==> src/rtl/srlzr_ctrl.sv <==
// Two-requester round-robin front end for an external PISO shift register.
// A word is loaded on grant and then shifted out one bit per cycle. The next
// word may be loaded on the last bit cycle, so consecutive words have no gap.
module srlzr_ctrl #(
    parameter int unsigned WIDTH = 4
) (
    input  logic             clk,
    input  logic             rst_n,
    input  logic             req0_valid,
    input  logic [WIDTH-1:0] req0_data,
    output logic             req0_ready,
    input  logic             req1_valid,
    input  logic [WIDTH-1:0] req1_data,
    output logic             req1_ready,
    output logic             piso_load,
    output logic [WIDTH-1:0] piso_x,
    input  logic             ser_in,
    output logic             ser_out,
    output logic             ser_valid,
    output logic             ser_sof,
    output logic             ser_src,
    output logic             busy
);

    localparam int unsigned CW = $clog2(WIDTH);
    localparam logic [CW-1:0] CntLast = CW'(WIDTH - 1);

    typedef enum logic [0:0] {StIdle, StShift} state_e;

    state_e           r_state;
    state_e           w_state_nxt;
    logic [CW-1:0]    r_cnt;
    logic [CW-1:0]    w_cnt_nxt;
    logic             r_src;
    logic             w_src_nxt;
    logic             r_rr;
    logic             w_rr_nxt;
    logic             w_any;
    logic             w_gnt;
    logic             w_grant_en;
    logic             w_load;
    logic [WIDTH-1:0] w_x;
    logic             w_rdy0;
    logic             w_rdy1;
    logic             w_sv;

    always_ff @(posedge clk or negedge rst_n) begin
        if (!rst_n) begin
            r_state <= StIdle;
            r_cnt   <= '0;
            r_src   <= 1'b0;
            r_rr    <= 1'b0;
        end else begin
            r_state <= w_state_nxt;
            r_cnt   <= w_cnt_nxt;
            r_src   <= w_src_nxt;
            r_rr    <= w_rr_nxt;
        end
    end

    always_comb begin
        w_any       = req0_valid | req1_valid;
        // r_rr=1 prefers req1; a lone valid requester always wins
        w_gnt       = req1_valid & (~req0_valid | r_rr);
        w_state_nxt = r_state;
        w_cnt_nxt   = r_cnt;
        w_src_nxt   = r_src;
        w_rr_nxt    = r_rr;
        w_grant_en  = 1'b0;
        w_load      = 1'b0;
        w_x         = '0;
        w_rdy0      = 1'b0;
        w_rdy1      = 1'b0;
        w_sv        = 1'b0;

        unique case (r_state)
            StIdle: begin
                w_grant_en = w_any;
            end
            StShift: begin
                w_sv = 1'b1;
                if (r_cnt == CntLast) begin
                    w_grant_en = w_any;
                    if (!w_any) begin
                        w_state_nxt = StIdle;
                        w_cnt_nxt   = '0;
                    end
                end else begin
                    w_cnt_nxt = r_cnt + 1'b1;
                end
            end
            default: begin
                w_state_nxt = StIdle;
            end
        endcase

        if (w_grant_en) begin
            w_load      = 1'b1;
            w_x         = w_gnt ? req1_data : req0_data;
            w_rdy0      = ~w_gnt;
            w_rdy1      = w_gnt;
            w_src_nxt   = w_gnt;
            w_rr_nxt    = ~w_gnt;
            w_cnt_nxt   = '0;
            w_state_nxt = StShift;
        end
    end

    // Gate with rst_n so every output is low during reset, independent of clk
    always_comb begin
        ser_valid  = rst_n & w_sv;
        ser_out    = ser_valid & ser_in;
        ser_sof    = ser_valid & (r_cnt == '0);
        ser_src    = ser_valid & r_src;
        busy       = ser_valid;
        piso_load  = rst_n & w_load;
        piso_x     = {WIDTH{rst_n}} & w_x;
        req0_ready = rst_n & w_rdy0;
        req1_ready = rst_n & w_rdy1;
    end

endmodule

==> config.mk <==
export PLATFORM = sky130hd
export DESIGN_NAME = srlzr_ctrl
export DESIGN_NICKNAME = d
export VERILOG_FILES = /design/src/rtl/srlzr_ctrl.sv
export SDC_FILE = /design/constraint.sdc
export NUM_CORES = 1
export LEC_CHECK = 0
export BUFFER_PORTS_ARGS = -buffer_cell sky130_fd_sc_hd__buf_4
export CAP_MARGIN = 0
export CORE_AREA = 2 2 39 41
export DETAILED_ROUTE_END_ITERATION = 10
export DIE_AREA = 0 0 41 43
export GPL_ROUTABILITY_DRIVEN = 0
export PLACE_DENSITY = 0.68
export SLEW_MARGIN = 20
export SYNTH_ARGS = -nofsm -noshare
export SYNTH_HDL_FRONTEND = slang
export SYNTH_SLANG_ARGS = --single-unit
==> constraint.sdc <==
create_clock -name clk -period 1.7 [get_ports clk]
set_clock_uncertainty 0.2 [all_clocks]
set_input_delay 0 -clock clk [delete_from_list [all_inputs] [get_ports clk]]
set_output_delay 0 -clock clk [all_outputs]
set_load 0.02 [all_outputs]
# [Yosys cells after proc, flatten, opt, wreduce, memory -nomap -nowiden]
# Index checks and enable logic that the tools add are counted.
[totals] wordCells=40 output_inout_bits=12 in_bits=13 regBits=5
[op_classes] muxes=16 n_reduce_logical=3 addsub=1 bitwise_logic=14 eq_ne=2
[op_table] operator="$mux W1" n=9
[op_table] operator="$and A1 B1 Y1" n=8
[op_table] operator="$mux W2" n=4
[op_table] operator="$mux W4" n=2
[op_table] operator="$and A4 B4 Y4" n=1
[op_table] operator="$ne A3 B3 Y1 const B" n=1
[op_table] operator="$not A1 Y1" n=3
[op_table] operator="$add A2 B1 Y2 const B" n=1
[op_table] operator="$eq A2 B2 Y1 const B" n=1
[op_table] operator="$logic_not A2 Y1" n=1
[op_table] operator="$or A1 B1 Y1" n=2
[op_table] operator="$pmux W1 S2" n=1
[op_table] operator="$reduce_and A2 Y1" n=1
[op_table] operator="$reduce_bool A2 Y1" n=1

# [Depth between registers and ports, before layout]
# Gate-level depths: netlist of the first run.
[logic_depth] word_depth=6 ltp_mapped=6 depth_no_buf=4

# [Worst setup path before layout of the first run]
# Ideal clock, no wire load.
[synth_path] path_kind="register to output" startpoint="register r_cnt[0]" endpoint="output piso_x[0]" arrival_time_ns=1.449 setup_slack_ns=0.051 stages_incl_launch_ff=7 path_buffers=2 required_ns=1.500 path_cell_list="dfrtp_1 ha_1 nand2b_1 buf_6 and4_1 buf_2 a22o_1"
[synth_via] elab_chain_cells=5
[synth_lines] item="from (decl)" line="32" text="logic [CW-1:0] r_cnt;"
[synth_lines] item="from (signal assigned)" line="55" text="r_cnt <= w_cnt_nxt;"
[synth_lines] item="$eq A2 B2 Y1" line="82" text="if (r_cnt == CntLast) begin"
[synth_lines] item="$mux W1" line="82"
[synth_lines] item="$pmux W1 S2" line="76" text="unique case (r_state)"
[synth_lines] item="$mux W4" line="97" text="if (w_grant_en) begin"
[synth_lines] item="$and A4 B4 Y4" line="117" text="piso_x = {WIDTH{rst_n}} & w_x;"
[synth_lines] item="to (decl)" line="16" text="output logic [WIDTH-1:0] piso_x,"
# No other way between the ends.

# [Worst setup path in the final report of the first run]
[layout_path] startpoint="register r_cnt[1]" endpoint="output piso_x[3]"
# The elaborated chain is that of the path after synthesis.

==> results of run 1 <==
## kinds of logic after synthesis
kind of cell	count (synthesis)	share of synthesized area [%]
adder cells (fa/ha/maj)	2	6.97
AND/OR/NAND/NOR	16	24.7
AO/OA/AOI/OAI	10	21.6
buffers and inverters	6	11.8
flip-flops	5	34.8
## state kept, by name, summed over array words and instances, names as in the netlist
name and cells:
r_state 1, r_src 1, r_cnt 2, r_rr 1
## Yosys cell counts, types with 2 or more instances
| cell | number | area [um^2] |
|---|---|---|
| dfrtp_1 | 5 | 125 |
| nand2_1 | 5 | 18.8 |
| a22o_1 | 4 | 35.0 |
| and3_1 | 3 | 18.8 |
| buf_6 | 2 | 22.5 |
| ha_1 | 2 | 25.0 |
| inv_1 | 2 | 7.51 |
| nand2b_1 | 2 | 12.5 |
| nor2_1 | 2 | 7.51 |
## worst max-delay path, stage by stage (launching register included)
cell and delay, ns:
dfrtp_1 0.38, ha_2 0.19, nand2b_4 0.14, and4_4 0.16, a22o_1 0.22, buf_6 0.13
## through the flow
stage / TNS (ns) / power [W]
final: 0 / 0.000808
after global routing: -0.0546 / 0.000891
after floorplan: 0 / 0.000480
after global placement: 0 / 0.000586
after CTS: 0 / 0.000797
after detailed placement: 0 / 0.000598
## per-layer routing
| metal | up-vias | track usage (%) |
|---|---|---|
| li1 | 202 | - |
| met1 | 177 | 12.9 |
| met2 | 22 | 20.0 |
| met3 | 0 | 2.09 |
| met4 | 0 | 8.00 |
| met5 | - | 0 |
## report_power, final
| part | internal, W | leakage, nW | switching, W |
|---|---|---|---|
| registers | 0.000174 | 0.0564 | 0.0000397 |
| clock network | 0.0000884 | 0.0150 | 0.0000435 |
| logic | 0.000260 | 0.258 | 0.000203 |
## worst max path at each step
stage | start | endpoint | slack [ns] | cells after the start
final | r_cnt[1] | piso_x[3] | 0.05 | 5
after global routing | r_cnt[1] | piso_x[3] | -0.02 | 5
after CTS | r_cnt[0] | piso_x[3] | 0.01 | 5
after detailed placement | r_cnt[0] | piso_x[2] | 0.14 | 5
after global placement | r_cnt[0] | piso_x[0] | 0.17 | 5
after floorplan | r_cnt[0] | piso_x[0] | 0.05 | 6
## area by class of cell
| type | instances | share of cell area (%) |
|---|---|---|
| Timing Repair Buffer | 32 | 40.9 |
| Inverter | 2 | 1.16 |
| Multi-Input combinational cell | 28 | 31.5 |
| Tap cell | 16 | 3.09 |
| Clock buffer | 4 | 4.05 |
| Sequential cell | 5 | 19.3 |
## what timing repair did
action,4_1_cts,5_1_grt
setup endpoints to repair,4,4
gates resized for setup,4,4
pin swaps,1,6
hold buffers,4,0
hold endpoints to repair,9,0
buffers inserted,2,1
==> metrics.md, run 1 <==
| Metric | Value |
|---|---|
| Status | `complete, no violations` |
| Critical path peak fanout | `5` |
| Leakage | `0.329 nW` |
| Vias | `401` |
| CTS tree | `built` |
| Hold EP | `piso_x[1]` |
| Crit path kind | `reg -> out` |
| N_diodes | `0` |
| Pwr dens | `1250 nW/um^2` |
| WL/cell | `11.2 um` |
| DP Area | `around 530 um^2` |
| Reg2reg end | `r_cnt[1]` |
| Setup violators final | `0` |
| Placeable Area | `1380 um^2` |
| Ports | `25` |
| Share of cells above drive strength 1 | `50.7%` |
| CTS Sinks | `5` |
| M1 WL | `between 300 and 400 um` |
| Share of flip-flops with an asynchronous set or reset | `100%` |
| Clock Path Buffers | `2` |
| Met3 wire length | `~130 um` |
| Unique cell type count in the Yosys netlist | `21` |
| Commonest cells after routing, fill and taps aside | `24 x buf_4, 5 x nand2_1, 5 x dfrtp_1` |
| Tcrit/Tclk final | `96.9%` |
| Die width | `between 40 and 50 um` |
| Worst-skew pair later-pin latency | `0.24 ns` |
| Post-route cell area | `648 um^2` |
| Least-Margin Pin Slew | `0.247 ns` |
| Initial Util | `25.9%` |
| Total grt overflow | `0` |
| H-tree Lvls | `1` |
| CTS Root Cell | `clkbuf_4` |
| Hold Crit Start | `req1_data[1]` |
| Sequential fraction of the synthesis area | `34.8%` |
| ANT nets after route | `0` |
| Pins Over Slew Limit | `0` |
| R2R Path Start | `r_cnt[0]` |
| Drt drc | `0` |
| Die Ht | `43 um` |
| Syn_nets | `54` |
| HP Class | `in -> out` |
| CTS Buf Count | `3` |
| Flop-to-flop setup slack | `0.25 ns` |
| Crit start category | `register` |
| Hold path depth | `3` |
| Rel. slew slack | `a little over four fifths` |
| Synth-to-layout area growth | `80.5%` |
| Seq. cell area | `125 um^2` |
| CP required | `1.50 ns` |
| Multi-input gate area | `204 um^2` |
| DR iter-0 viols | `7` |
| Mapped Cells | `39` |
| Max-Cap Viols | `0` |
| Avg Cell Area, Syn | `around 9.2 um^2` |
| Main flop type after synthesis | `dfrtp_1` |
| Clock-pin transition on the worst setup and hold timing paths | `0.04 ns` |
| Initial antenna violation count | `0` |
| TritonRoute pass-1 iters | `4` |
| First-pass GRT wire length | `1400 um` |
| Fillers | `about 150` |
| DIE AREA | `1760 um^2` |
| Peak VDD IR | `586 uV` |
| Setup ws final | `around 0.052 ns` |
| Number of flops mapped to enable cells by yosys | `0` |
| DP Cell Count | `76` |
| Final Hold Viols | `0` |
| Synth warn | `0` |
| Final critical-path required period | `1.65 ns` |
| Drt total wl | `971 um` |
| Nets | `87` |
| Netlist Area Pre-Place | `359 um^2` |
| Worst Setup End Kind | `primary output` |
| GRT Total Usage | `12.0%` |
| Vias in the first global route | `about 370` |
| Met2 WL post-DR | `489 um` |
| Std-Cell Rows | `14` |
| Vias per cell | `4.61` |
| WHS | `0.117 ns` |
| R2r worst-path depth | `5` |
| DR top layer | `met3` |
| Fmax | `0.607 GHz` |
| Post-synthesis register bit count | `5` |
| Arr. time, crit path | `1.45 ns` |
| IO buf count | `24` |
| Most common cell after layout, fill and taps aside | `buf_4` |
| Post-Place Worst Slack | `0.139 ns` |
| Final core occ | `between 40 and 50%` |
| Non-filler cells, final | `87` |
| Maximum number of pins on one net before global-route repair | `9` |
Note: power is estimated with default switching activity, not from simulation.
==> inputs of run 2 (changes only) <==
- CORE_AREA: 2 2 39 41 -> 10 10 47 49
- DIE_AREA: 0 0 41 43 -> 0 0 57 59
==> metrics.md, run 2 (synthesis results as in run 1) <==
| Metric | Value |
|---|---|
| Vias | `418 (was 401)` |
| Worst Setup End Kind | `primary output (unchanged)` |
| Vias in the first global route | `438 (was 366)` |
| First-pass GRT wire length | `1990 um (was 1400 um)` |
| Final Hold Viols | `0 (unchanged)` |
| Most common cell after layout, fill and taps aside | `buf_4 (unchanged)` |
| Fillers | `150 (was 153)` |
| Drt total wl | `1220 um (was 971 um)` |
| Clock Path Buffers | `2 (unchanged)` |
| WL/cell | `13.7 um (was 11.2 um)` |
| Pwr dens | `1280 nW/um^2 (was 1250 nW/um^2)` |
| Ports | `25 (unchanged)` |
| CTS Root Cell | `clkbuf_4 (unchanged)` |
| DP Area | `539 um^2 (was 532 um^2)` |
| Post-route cell area | `663 um^2 (was 648 um^2)` |
| Max-Cap Viols | `0 (unchanged)` |
| Final critical-path required period | `1.67 ns (was 1.65 ns)` |
| Initial Util | `25.6% (was 25.9%)` |
| Clock-pin transition on the worst setup and hold timing paths | `0.04 ns (about the same)` |
| Worst path cell trace | `ha_2, nand2b_4, and4_4, a22o_1, buf_6 (unchanged)` |
| Worst-skew pair later-pin latency | `0.23 ns (was 0.24 ns)` |
| Slowest CP cell | `dfrtp_1 (unchanged)` |
| Setup violators final | `0 (unchanged)` |
| Crit start category | `register (unchanged)` |
| R2r worst-path depth | `5 (unchanged)` |
| Maximum number of pins on one net before global-route repair | `9 (unchanged)` |
| Share of cells above drive strength 1 | `52.1% (was 50.7%)` |
| Hold path depth | `3 (unchanged)` |
| Synth-to-layout area growth | `84.7% (was 80.5%)` |
| Setup ws final | `0.0348 ns (was 0.0521 ns)` |
| Dpl hpwl | `940 um` |
| N_diodes | `0 (unchanged)` |
| H-tree Lvls | `1 (unchanged)` |
| ANT nets after route | `0 (unchanged)` |
| Seq. cell area | `125 um^2 (unchanged)` |
| Status | `complete, no violations (unchanged)` |
| DIE AREA | `3360 um^2 (was 1760 um^2)` |
| Peak VDD IR | `606 uV (was 586 uV)` |
| Placeable Area | `1400 um^2 (was 1380 um^2)` |
| Largest reg by FF count | `r_cnt (unchanged)` |
| Nets | `89 (was 87)` |
| CTS Buf Count | `3 (unchanged)` |
| DR iter-0 viols | `5 (was 7)` |
| Die Ht | `59 um (was 43 um)` |
| Critical Path Max Stage Delay | `0.38 ns (about the same)` |
| CTS tree | `built (unchanged)` |
| Fmax | `0.601 GHz (was 0.607 GHz)` |
| GRT Total Usage | `7.53% (was 12.0%)` |
| Crit path launch | `r_cnt[1] (unchanged)` |
| RSZ-0062 raised after global routing | `yes` |
| IO buf count | `24 (unchanged)` |
| Initial antenna violation count | `0 (unchanged)` |
| Rel. slew slack | `84.2% (was 83.4%)` |
| TritonRoute pass-1 iters | `2 (was 4)` |
| Post-Place Worst Slack | `0.110 ns (was 0.139 ns)` |
| Crit path kind | `reg -> out (unchanged)` |
| Vias per cell | `4.70 (was 4.61)` |
| Setup TNS Final | `0 ns (unchanged)` |
| Leakage | `0.340 nW (was 0.329 nW)` |
| Die width | `57 um (was 41 um)` |
| Least-Margin Pin Slew | `0.236 ns (was 0.247 ns)` |
| CP required | `1.50 ns (about the same)` |
| CTS Sinks | `5 (unchanged)` |
| HP Class | `in -> out (unchanged)` |
| Pins Over Slew Limit | `0 (unchanged)` |
| Arr. time, crit path | `1.47 ns (was 1.45 ns)` |
| Drt drc | `0 (unchanged)` |
| Commonest cells after routing, fill and taps aside | `26 x buf_4, 5 x nand2_1, 5 x dfrtp_1 (was 24 x buf_4, 5 x nand2_1, 5 x dfrtp_1)` |
| Max FFs per register | `2 (unchanged)` |
| Total grt overflow | `0 (unchanged)` |
| Tcrit/Tclk final | `98.0% (was 96.9%)` |
| Critical path peak fanout | `5 (unchanged)` |
| R2R Path Start | `r_cnt[1] (was r_cnt[0])` |
| Multi-input gate area | `204 um^2 (unchanged)` |
| Hold Crit Start | `req1_data[3] (was req1_data[1])` |
| Std-Cell Rows | `14 (unchanged)` |
run 2: final timing paths:
| path | endpoint | slack (ns) |
|---|---|---|
| worst max-delay path | piso_x[0] | 0.03 |
| worst min-delay path | piso_x[3] | 0.12 |
| worst max register to register | r_src | 0.17 |
| worst min register to register | r_src | 0.29 |
| max in group asynchronous | r_cnt[0] | 0.55 |
| min in group asynchronous | r_src | 0.55 |
run 2: worst max-delay path: cells and delay by family, from the launching register on:
| kind | cells | cell delay (ns) |
|---|---|---|
| fa+ha+maj | 1 | 0.19 |
| simple gates | 2 | 0.32 |
| compound gates | 1 | 0.21 |
| buf+inv | 1 | 0.13 |
| flops | 1 | 0.38 |
run 2: through the flow:
step	power, W	utilization [%]	hold slack, ns	std cells
2_1_floorplan	0.000480	-	-0.496	39
3_3_place_gp	0.000604	38.5	-0.373	77
3_5_place_dp	0.000619	38.5	-0.371	77
4_1_cts	0.000819	45.2	0.117	87
5_1_grt	0.000925	47.3	0.132	89
6_report	0.000850	47.3	0.117	89
run 2: what timing repair did:
action	in CTS	in global routing
pin swaps	1	6
setup endpoints to repair	4	4
gates resized for setup	4	4
hold endpoints to repair	9	0
buffers inserted	2	2
hold buffers	4	0
run 2: metal layers:
metal	up-vias	track usage [%]	wire length (um)	part of all wire, %
met5	-	0	0	0
met4	0	5.03	0	0
met3	0	3.86	157	13
met2	23	10.1	471	39
met1	183	9.07	585	48
li1	212	-	-	-
run 2: area by class of cell:
type                       count  area share, %
clock buffer                   4           3.96
sequential                     5           18.9
multi-input combinational     28           30.8
inverter                       2           1.13
tap                           16           3.02
timing repair buffer          34           42.3
run 2: report_power, final:
group | internal [W] | total (W) | leakage, nW | switching [W]
Clock | 0.0000884 | 0.000132 | 0.0150 | 0.0000439
Combinational | 0.000287 | 0.000504 | 0.268 | 0.000218
Sequential | 0.000173 | 0.000213 | 0.0564 | 0.0000397
Total | 0.000548 | 0.000850 | 0.340 | 0.000302
